[src/rtl/load_store_unit.sv]
// Memory-access stage: runs loads/stores over a req/ack bus, stalls the core while busy.
// Optional macro LSU_MISALIGN_TRAP_EN flags misaligned halfword/word accesses instead of issuing them.
module load_store_unit #(
  parameter int ADDR_WIDTH     = 32,
  parameter int TIMEOUT_CYCLES = 16
) (
  input  logic                  clk,
  input  logic                  reset_n,
  input  logic                  mem_read,
  input  logic                  mem_write,
  input  logic [2:0]            funct3,
  input  logic [ADDR_WIDTH-1:0] addr,
  input  logic [31:0]           store_data,
  output logic                  stall,
  output logic [31:0]           load_data,
  output logic                  misalign,
  output logic                  bus_err,
  output logic                  bus_req,
  output logic                  bus_we,
  output logic [ADDR_WIDTH-1:0] bus_addr,
  output logic [3:0]            bus_be,
  output logic [31:0]           bus_wdata,
  input  logic                  bus_ack,
  input  logic [31:0]           bus_rdata
);
  typedef enum logic [1:0] {IDLE, BUSY, DONE} state_t;
  localparam logic [7:0] CNT_LAST = 8'(TIMEOUT_CYCLES - 1);

  state_t                state_q, state_d;
  logic [7:0]            cnt_q, cnt_d;
  logic                  bus_req_q, bus_req_d, bus_we_q, bus_we_d, bus_err_q, bus_err_d;
  logic [ADDR_WIDTH-1:0] bus_addr_q, bus_addr_d;
  logic [3:0]            bus_be_q, bus_be_d, be_n;
  logic [31:0]           bus_wdata_q, bus_wdata_d, wdata_n, load_data_q, load_data_d, ext;
  logic [2:0]            funct3_q, funct3_d;
  logic [1:0]            addr_lo_q, addr_lo_d;
  logic                  req, is_byte, is_half;
  logic [7:0]            rbyte;
  logic [15:0]           rhalf;

  assign req     = mem_read | mem_write;
  assign is_byte = (funct3[1:0] == 2'b00);
  assign is_half = (funct3[1:0] == 2'b01);

`ifdef LSU_MISALIGN_TRAP_EN
  assign misalign = (state_q == IDLE) && req &&
                    ((is_half && addr[0]) || (!is_byte && !is_half && (addr[1:0] != 2'b00)));
`else
  assign misalign = 1'b0;
`endif

  assign stall = (state_q == BUSY) || ((state_q == IDLE) && req && !misalign);

  // Store lane steering; loads always read the full word.
  always_comb begin
    be_n    = 4'b1111;
    wdata_n = store_data;
    if (mem_write) begin
      if (is_byte) begin
        be_n    = 4'b0001 << addr[1:0];
        wdata_n = {4{store_data[7:0]}};
      end else if (is_half) begin
        be_n    = addr[1] ? 4'b1100 : 4'b0011;
        wdata_n = {2{store_data[15:0]}};
      end
    end
  end

  // Load extraction uses the address bits captured at issue.
  always_comb begin
    rbyte = bus_rdata[8*addr_lo_q +: 8];
    rhalf = addr_lo_q[1] ? bus_rdata[31:16] : bus_rdata[15:0];
    case (funct3_q)
      3'b000:  ext = {{24{rbyte[7]}}, rbyte};
      3'b100:  ext = {24'b0, rbyte};
      3'b001:  ext = {{16{rhalf[15]}}, rhalf};
      3'b101:  ext = {16'b0, rhalf};
      default: ext = bus_rdata;
    endcase
  end

  always_comb begin
    state_d     = state_q;
    cnt_d       = cnt_q;
    bus_req_d   = bus_req_q;
    bus_we_d    = bus_we_q;
    bus_addr_d  = bus_addr_q;
    bus_be_d    = bus_be_q;
    bus_wdata_d = bus_wdata_q;
    load_data_d = load_data_q;
    bus_err_d   = bus_err_q;
    funct3_d    = funct3_q;
    addr_lo_d   = addr_lo_q;
    case (state_q)
      IDLE: if (req && !misalign) begin
        state_d     = BUSY;
        cnt_d       = 8'd0;
        bus_req_d   = 1'b1;
        bus_we_d    = mem_write;
        bus_addr_d  = {addr[ADDR_WIDTH-1:2], 2'b00};
        bus_be_d    = be_n;
        bus_wdata_d = wdata_n;
        funct3_d    = funct3;
        addr_lo_d   = addr[1:0];
      end
      BUSY: begin
        if (bus_ack) begin
          state_d   = DONE;
          bus_req_d = 1'b0;
          bus_err_d = 1'b0;
          if (!bus_we_q) load_data_d = ext;
        end else if (cnt_q == CNT_LAST) begin
          state_d     = DONE;
          bus_req_d   = 1'b0;
          bus_err_d   = 1'b1;
          load_data_d = 32'd0;
        end else begin
          cnt_d = cnt_q + 8'd1;
        end
      end
      default: state_d = IDLE;
    endcase
  end

  always_ff @(posedge clk or negedge reset_n) begin
    if (!reset_n) begin
      state_q     <= IDLE;
      cnt_q       <= 8'd0;
      bus_req_q   <= 1'b0;
      bus_we_q    <= 1'b0;
      bus_addr_q  <= '0;
      bus_be_q    <= 4'b0;
      bus_wdata_q <= 32'd0;
      load_data_q <= 32'd0;
      bus_err_q   <= 1'b0;
      funct3_q    <= 3'b0;
      addr_lo_q   <= 2'b0;
    end else begin
      state_q     <= state_d;
      cnt_q       <= cnt_d;
      bus_req_q   <= bus_req_d;
      bus_we_q    <= bus_we_d;
      bus_addr_q  <= bus_addr_d;
      bus_be_q    <= bus_be_d;
      bus_wdata_q <= bus_wdata_d;
      load_data_q <= load_data_d;
      bus_err_q   <= bus_err_d;
      funct3_q    <= funct3_d;
      addr_lo_q   <= addr_lo_d;
    end
  end

  assign bus_req   = bus_req_q;
  assign bus_we    = bus_we_q;
  assign bus_addr  = bus_addr_q;
  assign bus_be    = bus_be_q;
  assign bus_wdata = bus_wdata_q;
  assign load_data = load_data_q;
  assign bus_err   = bus_err_q;
endmodule

[config.mk]
export PLATFORM = sky130hd
export DESIGN_NAME = load_store_unit
export DESIGN_NICKNAME = d
export VERILOG_FILES = /design/src/rtl/load_store_unit.sv
export SDC_FILE = /design/constraint.sdc
export NUM_CORES = 1
export LEC_CHECK = 0
export BUFFER_PORTS_ARGS = -buffer_cell sky130_fd_sc_hd__buf_4
export CAP_MARGIN = 15
export CELL_PAD_IN_SITES_DETAIL_PLACEMENT = 1
export CELL_PAD_IN_SITES_GLOBAL_PLACEMENT = 1
export CORE_MARGIN = 5
export CORE_UTILIZATION = 37
export CTS_BUF_LIST = sky130_fd_sc_hd__clkbuf_4
export DETAILED_ROUTE_END_ITERATION = 8
export PLACE_DENSITY_LB_ADDON = 0.05
export SYNTH_ARGS = -nofsm -noshare
export SYNTH_HDL_FRONTEND = slang
export SYNTH_SLANG_ARGS = --single-unit
[constraint.sdc]
create_clock -name clk -period 2 [get_ports clk]
set_input_delay 0.1 -clock clk [delete_from_list [all_inputs] [get_ports clk]]
set_output_delay 0.1 -clock clk [all_outputs]
set_load 0.05 [all_outputs]
==> impl_metrics.sql, run 1 <==
INSERT INTO impl_metrics (metric_group, metric, value, unit) VALUES
('detailed_routing', 'drt-vias-per-instance', '5.12', ''),
('setup_path', 'critical-path-max-stage-delay', '0.47', 'ns'),
('yosys', 'seq_area_frac_synth', '54.1', '%'),
('floorplan', 'ioPinCount', '209', ''),
('floorplan', 'dieWidth', '130', 'um'),
('clocking', 'cts_buffers', '17', ''),
('yosys', 'number_of_flops_mapped_to_enable_cells_by_yosys', '0', ''),
('cells_and_area', 'stdcell_count', '1061', ''),
('timing', 'fmax', '518', 'MHz'),
('power', 'pwr-share-comb', '58.6', '%'),
('setup_path', 'timing.critical_path.slowest_stage_cell', 'sky130_fd_sc_hd__dfrtp_2', ''),
('global_routing', 'first_pass_grt_wire_length', '32200', 'um'),
('power', 'pwr-share-clk', '12.1', '%'),
('power', 'sw_frac_of_total', '51.5', '%'),
('power', 'power_density', '1630', 'nW/um^2'),
('floorplan', 'design.core.area', '14400', 'um^2'),
('setup_path', 'timing.critical_path.from_type', 'register', ''),
('global_routing', 'grt_pass1_vias', '5961', ''),
('yosys', 'syn_inst', '548', ''),
('setup_path', 'cp_data_required_time', '1.90', 'ns'),
('clocking', 'worst_setup_hold_path_clk_slew', '0.10', 'ns'),
('clocking', 'cts-root-buf', 'sky130_fd_sc_hd__clkbuf_4', ''),
('setup_path', 'crit_chain', 'or3_4 -> and2_1 -> buf_4', ''),
('timing', 'hold_viol', '0', ''),
('timing', 'grt_setup_unrepaired', 'no', ''),
('cells_and_area', 'syn2layout_area_growth', '59.1', '%'),
('setup_path', 'worstReg2RegStart', 'cnt_q[0]', ''),
('clocking', 'clock_tree.htree_level_count', '4', ''),
('cells_and_area', 'post_route_cells_drive_above_1_share', '31.1', '%'),
('cells_and_area', 'fin_util', '59.5', '%'),
('yosys', 'netlist-cell-type-count', '46', ''),
('cells_and_area', 'mostFrequentLayoutCells', 'sky130_fd_sc_hd__buf_4, sky130_fd_sc_hd__nand2_1, sky130_fd_sc_hd__dfrtp_1', ''),
('setup_path', 'timing.critical_path.arrival', '1.83', 'ns'),
('timing', 'timing.setup.tns', '0', 'ns'),
('timing', 'setup_ws', '0.0712', 'ns'),
('yosys', 'synth_area', '5370', 'um^2'),
('timing', 'final_max_slew_viols', '0', ''),
('timing', 'min_period', '1.93', 'ns'),
('floorplan', 'design.die.area', '17000', 'um^2'),
('placement', 'placed_cells', '917', ''),
('setup_path', 'worstPathMaxFanout', '7', ''),
('clocking', 'clockBufferDepth', '2', ''),
('placement', 'gp_congestion', '0.777', ''),
('cells_and_area', 'most_common_cell_after_layout_fill_and_taps_aside', 'sky130_fd_sc_hd__buf_4', ''),
('floorplan', 'die_h', '130', 'um'),
('run_status', 'status', 'completed', ''),
('clocking', 'clock_sinks', '116', ''),
('power', 'p_sw', '0.00716', 'W'),
('clocking', 'clock_latency', '0.57', 'ns'),
('global_routing', 'globalRouteOverflowTotal', '0', ''),
('floorplan', 'initial_core_util', '37.4', '%'),
('power', 'power.ir.vdd_worst', '843', 'uV'),
('timing', 'setup_viol', '0', ''),
('placement', 'final_hpwl_dp', '13100', 'um'),
('setup_path', 'crit_start', 'state_q[0]', ''),
('timing', 'final_clock_period_utilization_by_the_worst_path', '96.4', '%'),
('timing', 'worst-slew-pin-transition', '0.845', 'ns'),
('detailed_routing', 'remaining_drc_errors', '0', ''),
('global_routing', 'grtUsageMet1', '27.9', '%'),
('detailed_routing', 'route.detailed.wl_per_inst', '19.4', 'um'),
('power', 'total_leakage_power', '4.21', 'nW'),
('timing', 'finalClockSkew', '0.0227', 'ns'),
('floorplan', 'placement_rows', '44', ''),
('yosys', 'avg_synthesized_cell_area', '9.80', 'um^2'),
('detailed_routing', 'drt_first_pass_iters', '4', ''),
('power', 'sequentialPowerShare', '29.4', '%'),
('clocking', 'clock_tree_from_tritoncts', 'done', ''),
('placement', 'post-place-ws', '0.159', 'ns'),
('power', 'power.internal', '0.00674', 'W'),
('detailed_routing', 'vias', '5435', ''),
('yosys', 'synth.top_cells.by_area', 'sky130_fd_sc_hd__dfrtp_1, sky130_fd_sc_hd__nand2_1, sky130_fd_sc_hd__mux2i_1', '');
==> flip-flops by register name (all words and copies together), names as in the netlist <==
register / flops
bus_wdata: 32
load_data: 32
bus_addr: 30
cnt_q: 8
bus_be: 4
funct3_q: 3
addr_lo_q: 2
state_q: 2
bus_err: 1
bus_req: 1
bus_we: 1
==> synthesized netlist by cell type, drive strengths merged (2+ instances only) <==
| cell | number |
|---|---|
| inv | 7 |
| a221o | 23 |
| nor2 | 8 |
| o21ai | 43 |
| dfrtp | 116 |
| nand2b | 5 |
| buf | 21 |
| mux4 | 3 |
| and3 | 2 |
| or4 | 2 |
| o22a | 2 |
| mux2i | 32 |
| a22o | 8 |
| or3 | 7 |
| nor2b | 11 |
| nor3 | 2 |
| a21oi | 17 |
| nand3 | 4 |
| a21o | 8 |
| nand2 | 175 |
| clkbuf | 18 |
| nand4 | 3 |
| and2 | 2 |
| o31ai | 8 |
| o22ai | 8 |
==> power groups by stage <==
stage	clock (W)	combinational (W)	sequential, W
after global routing	0.00183	0.00860	0.00421
after detailed placement	0	0.00789	0.00408
after floorplan	0	0.00200	0.00729
after global placement	0	0.00774	0.00402
after CTS	0.00170	0.00808	0.00406
final	0.00168	0.00814	0.00408
==> through the flow <==
step,instance area (um^2),power [W]
2_1_floorplan,5380,0.00929
3_3_place_gp,7180,0.0118
3_5_place_dp,7180,0.0120
4_1_cts,8510,0.0138
5_1_grt,8540,0.0146
6_report,8540,0.0139
==> routing by layer <==
metal | vias to the layer above | wire, um
met1 | 2695 | 7850
li1 | 2537 | -
met5 | - | 0
met3 | 37 | 1380
met2 | 166 | 10900
met4 | 0 | 489
==> what timing repair did <==
item | in CTS | in global routing
endpoints found under the hold margin | 222 | 0
setup buffers | 0 | 4
gates resized for setup | 1 | 1
hold buffers | 106 | 0
endpoints found under the setup margin | 1 | 2
pin swaps | 0 | 1
==> logic make-up (layout without fill, tap and decap cells) <==
family | after synthesis | in the layout | synth area share (%)
and+or+nand+nor | 224 | 224 | 18.1
AOI/OAI and AO/OA | 124 | 124 | 16.1
DFF | 116 | 116 | 54.1
buffers and inverters | 46 | 371 | 4.01
muxes | 36 | 36 | 7.43
adders and majority gates | 1 | 1 | 0.233
other | 1 | 5 | 0.0698
==> area by class of cell <==
| type | count | area share [%] |
|---|---|---|
| Antenna cell | 2 | 0.0586 |
| Clock buffer | 19 | 1.67 |
| Clock inverter | 13 | 1.36 |
| Inverter | 7 | 0.308 |
| Multi-Input combinational cell | 388 | 26.8 |
| Sequential cell | 116 | 34.0 |
| Tap cell | 184 | 2.69 |
| Timing Repair Buffer | 332 | 33.2 |
==> critical path, delay by kind of cell, from the launching register on <==
kind	cells	cell delay (ns)
and+or+nand+nor	2	0.61
DFF	1	0.47
buffers and inverters	1	0.18
==> final timing paths <==
check                      cells past startpoint            to  slack, ns
min                                            3  bus_addr[30]       0.06
max                                            3         stall       0.07
max in group asynchronous                      3  bus_addr[25]       1.60
min in group clk                               4      cnt_q[5]       0.10
max reg2reg                                    5      cnt_q[7]       0.13
min reg2reg                                    2   bus_addr[8]       0.49
(Power assumes the default switching activity.)
==> inputs of run 2 (changes only) <==
--- a/config.mk
+++ b/config.mk
@@ -5,13 +5,14 @@
 export SDC_FILE = /design/constraint.sdc
 export NUM_CORES = 1
 export LEC_CHECK = 0
+export ABC_AREA = 1
 export BUFFER_PORTS_ARGS = -buffer_cell sky130_fd_sc_hd__buf_4
 export CAP_MARGIN = 15
 export CELL_PAD_IN_SITES_DETAIL_PLACEMENT = 1
 export CELL_PAD_IN_SITES_GLOBAL_PLACEMENT = 1
 export CORE_MARGIN = 5
-export CORE_UTILIZATION = 37
-export CTS_BUF_LIST = sky130_fd_sc_hd__clkbuf_4
+export CORE_UTILIZATION = 35
+export CTS_BUF_LIST = sky130_fd_sc_hd__clkbuf_4 sky130_fd_sc_hd__clkbuf_8 sky130_fd_sc_hd__clkbuf_16
 export DETAILED_ROUTE_END_ITERATION = 8
 export PLACE_DENSITY_LB_ADDON = 0.05
 export SYNTH_ARGS = -nofsm -noshare
==> constraint.sdc (replaced) <==
create_clock -name clk -period 2 [get_ports clk]
set_input_delay 0.3 -clock clk [delete_from_list [all_inputs] [get_ports clk]]
set_output_delay 0.3 -clock clk [all_outputs]
set_load 0.05 [all_outputs]
==> run 2 against run 1 <==
Against the previous run: fmax is 2.1% higher; non-clock buffer count down 108; power grew 14%; wire length is 2.8% lower; clock skew fell by 0.014 ns; utilization shrank 9.2 points; synthesized area grew 5.0%; sequential power increased by 4%; via count rose by 5.3%; final cell count is 11% higher; global-route usage fell by 2.6 points; highest routed layer unchanged.
==> impl_metrics.sql, run 2 <==
INSERT INTO impl_metrics (metric_group, metric, value, unit) VALUES
('power', 'pwr-share-clk', '17.0', '%'),
('hold_path', 'min_delay_path_class', 'in2reg', ''),
('setup_path', 'crit_chain', 'nor2_2 -> o21ai_4 -> nand2_1 -> buf_4', ''),
('clocking', 'cts_buffers', '17', ''),
('timing', 'fmax', '529', 'MHz'),
('global_routing', 'grt_start_max_net_pins', '49', ''),
('timing', 'timing.setup.tns', '0', 'ns'),
('timing', 'min_period', '1.89', 'ns'),
('floorplan', 'initial_core_util', '35.6', '%'),
('timing', 'final_clock_period_utilization_by_the_worst_path', '94.5', '%'),
('cells_and_area', 'post_route_cells_drive_above_1_share', '27.8', '%'),
('cells_and_area', 'most_common_cell_after_layout_fill_and_taps_aside', 'sky130_fd_sc_hd__nand2_1', ''),
('setup_path', 'worstReg2RegStart', 'cnt_q[1]', ''),
('setup_path', 'setup.reg_to_reg.worst_slack', '0.24', 'ns'),
('placement', 'io_buffer_count', '205', ''),
('power', 'total_leakage_power', '4.30', 'nW'),
('power', 'power.ir.vdd_worst', '1010', 'uV'),
('clocking', 'post_cts.repair.setup_buffers', '0', ''),
('yosys', 'async_reset_ff_share', '100', '%'),
('floorplan', 'die_h', '137', 'um'),
('hold_path', 'worstHoldEndpoint', 'bus_addr[20]', ''),
('clocking', 'clock_sinks', '116', ''),
('timing', 'finalClockSkew', '0.00861', 'ns'),
('power', 'power_density', '2000', 'nW/um^2'),
('cells_and_area', 'mostFrequentLayoutCells', 'sky130_fd_sc_hd__nand2_1, sky130_fd_sc_hd__buf_4, sky130_fd_sc_hd__dfrtp_1', ''),
('setup_path', 'critical_path_class', 'reg2out', ''),
('hold_path', 'worstHoldStart', 'addr[20]', ''),
('detailed_routing', 'drt_first_pass_iters', '4', ''),
('power', 'sequentialPowerShare', '26.7', '%'),
('floorplan', 'dieWidth', '137', 'um'),
('floorplan', 'design.core.area', '15800', 'um^2'),
('detailed_routing', 'dr.first_iter.drc_count', '229', ''),
('yosys', 'ys_warn_count', '0', ''),
('run_status', 'status', 'completed', ''),
('cells_and_area', 'area.sequential', '2900', 'um^2'),
('yosys', 'netlist.top_cell.by_area', 'sky130_fd_sc_hd__dfrtp_1', ''),
('cells_and_area', 'finalNetCount', '1057', ''),
('clocking', 'clockBufferDepth', '2', ''),
('yosys', 'synth.top_cells.by_count', 'sky130_fd_sc_hd__nand2_1, sky130_fd_sc_hd__dfrtp_1, sky130_fd_sc_hd__a21oi_1, sky130_fd_sc_hd__nor2_1, sky130_fd_sc_hd__inv_1', ''),
('setup_path', 'worstPathMaxFanout', '20', ''),
('detailed_routing', 'finalWirelength', '20000', 'um'),
('setup_path', 'timing.critical_path.arrival', '1.59', 'ns'),
('yosys', 'yosys.cell_count.top_type', 'sky130_fd_sc_hd__nand2_1', ''),
('clocking', 'cts-root-buf', 'sky130_fd_sc_hd__clkbuf_16', ''),
('clocking', 'clock_tree.htree_level_count', '4', ''),
('yosys', 'syn_inst', '744', ''),
('timing', 'final_max_slew_viols', '0', ''),
('detailed_routing', 'drt-vias-per-instance', '4.86', ''),
('global_routing', 'grt_antenna_before_repair', '0', ''),
('setup_path', 'timing.critical_path.slowest_stage_cell', 'sky130_fd_sc_hd__dfrtp_1', ''),
('setup_path', 'cp_data_required_time', '1.70', 'ns'),
('yosys', 'ys_seq_elements', '116', ''),
('cells_and_area', 'multiInputGateArea', '2340', 'um^2'),
('global_routing', 'first_pass_grt_wire_length', '31600', 'um'),
('timing', 'slew_headroom', '62.0', '%'),
('hold_path', 'min_path_cells', '3', ''),
('floorplan', 'design.die.area', '18700', 'um^2'),
('timing', 'worst-slew-pin-transition', '0.570', 'ns'),
('detailed_routing', 'drtAntennaViolNets', '0', ''),
('yosys', 'synth_area', '5640', 'um^2'),
('yosys', 'number_of_flops_mapped_to_enable_cells_by_yosys', '0', ''),
('clocking', 'clock_tree_from_tritoncts', 'done', ''),
('power', 'pwr-share-comb', '56.3', '%'),
('yosys', 'synth.top_cells.by_area', 'sky130_fd_sc_hd__dfrtp_1, sky130_fd_sc_hd__nand2_1, sky130_fd_sc_hd__a21oi_1', ''),
('placement', 'final_hpwl_dp', '15200', 'um'),
('global_routing', 'globalRouteOverflowTotal', '0', ''),
('yosys', 'seq_area_frac_synth', '51.5', '%'),
('power', 'power.internal', '0.00763', 'W'),
('power', 'p_sw', '0.00827', 'W'),
('setup_path', 'timing.reg2reg.worst_path_depth', '8', ''),
('setup_path', 'crit_path_end_kind', 'output port', ''),
('cells_and_area', 'antennaDiodeCount', '0', ''),
('cells_and_area', 'stdcell_count', '1177', ''),
('floorplan', 'ioPinCount', '209', ''),
('timing', 'grt_setup_unrepaired', 'no', ''),
('yosys', 'avg_synthesized_cell_area', '7.57', 'um^2'),
('global_routing', 'global_route.usage.total', '21.9', '%'),
('cells_and_area', 'fillCellCount', '2027', ''),
('timing', 'setup_viol', '0', ''),
('run', 'max_cap_violations', '0', ''),
('placement', 'gp_congestion', '0.840', ''),
('global_routing', 'grt_pass1_vias', '6085', ''),
('placement', 'placed_cells', '1148', ''),
('setup_path', 'timing.critical_path.from_type', 'register', ''),
('power', 'sw_frac_of_total', '52.0', '%'),
('detailed_routing', 'route.detailed.wl_per_inst', '17.0', 'um'),
('clocking', 'worst_setup_hold_path_clk_slew', '0.05', 'ns'),
('setup_path', 'critical-path-max-stage-delay', '0.44', 'ns'),
('yosys', 'synthDominantCellAreaShare', '51.5', '%'),
('cells_and_area', 'syn2layout_area_growth', '41.1', '%'),
('setup_path', 'r2r_end', 'cnt_q[4]', ''),
('floorplan', 'placement_rows', '46', ''),
('timing', 'hold_viol', '0', ''),
('yosys', 'yosys_most_used_dff', 'sky130_fd_sc_hd__dfrtp_1', ''),
('yosys', 'netlist-cell-type-count', '29', ''),
('clocking', 'clock_latency', '0.42', 'ns'),
('detailed_routing', 'remaining_drc_errors', '0', ''),
('detailed_routing', 'vias', '5722', '');
-- run 2: cell types whose count changed after synthesis, sizes merged, moves of 23 or more --
cell,change
a221o,-23
mux2i,-32
nand2,+138
nor2,+52
inv,+46
a21oi,+46
nand3,+34
-- run 2: critical path: cells and delay by family (launching register included) --
family,cells,cell delay [ns]
AND/OR/NAND/NOR,2,0.32
AO/OA/AOI/OAI,1,0.21
buffers and inverters,1,0.20
flip-flops,1,0.44
-- run 2: layout make-up --
cell class	instances	share of cell area (%)
repair buffers	224	21.7
multi-input cells	540	29.5
inverters	53	2.50
well taps	216	3.40
flip-flops and latches	116	36.5
clock buffers	22	6.06
clock inverters	6	0.409
-- run 2: how the worst max path moves through the flow --
| stage | startpoint | slack [ns] | to | cells past startpoint |
|---|---|---|---|---|
| after floorplan | state_q[1] | 0.37 | stall | 5 |
| after global placement | state_q[1] | 0.26 | bus_wdata[10] | 7 |
| after detailed placement | mem_write | 0.17 | cnt_q[4] | 7 |
| after CTS | state_q[1] | 0.08 | stall | 4 |
| after global routing | state_q[1] | 0.04 | stall | 4 |
| final | state_q[1] | 0.11 | stall | 4 |
-- run 2: kinds of logic after synthesis --
kind of cell | after synthesis | share of synthesized area [%]
AO/OA/AOI/OAI | 119 | 11.0
other | 1 | 0.0665
AND/OR/NAND/NOR | 415 | 29.6
flip-flops | 116 | 51.5
XOR/XNOR | 2 | 0.311
adder cells (fa/ha/maj) | 1 | 0.222
buffers and inverters | 90 | 7.26
-- run 2: routing by layer --
metal,up-vias,GRT usage (%),part of all wire (%)
li1,2748,-,-
met5,-,0,0
met4,0,7.10,1.5
met3,31,7.98,8.5
met2,165,37.5,51
met1,2778,25.6,39
-- run 2: timing repair --
action | CTS | global route
endpoints found under the hold margin | 27 | 0
hold buffers | 1 | 0
endpoints found under the setup margin | 1 | 0
gates resized for setup | 1 | 0
-- run 2: power by group through the flow --
stage,Combinational (W),Sequential (W),Clock (W)
after floorplan,0.00273,0.00753,0
after global routing,0.00960,0.00438,0.00288
final,0.00895,0.00424,0.00271
after detailed placement,0.00905,0.00423,0
after CTS,0.00908,0.00425,0.00278
after global placement,0.00883,0.00420,0
-- run 2: through the flow --
step	worst slack [ns]	power (W)	cell area, um^2	hold slack [ns]	utilization, %
2_1_floorplan	0.367	0.0103	5640	0.00441	-
3_3_place_gp	0.265	0.0130	7420	0.264	46.9
3_5_place_dp	0.171	0.0133	7420	0.273	46.9
4_1_cts	0.0797	0.0161	7950	0.0587	50.2
5_1_grt	0.0434	0.0169	7950	0.0683	50.2
6_report	0.111	0.0159	7950	0.0787	50.2
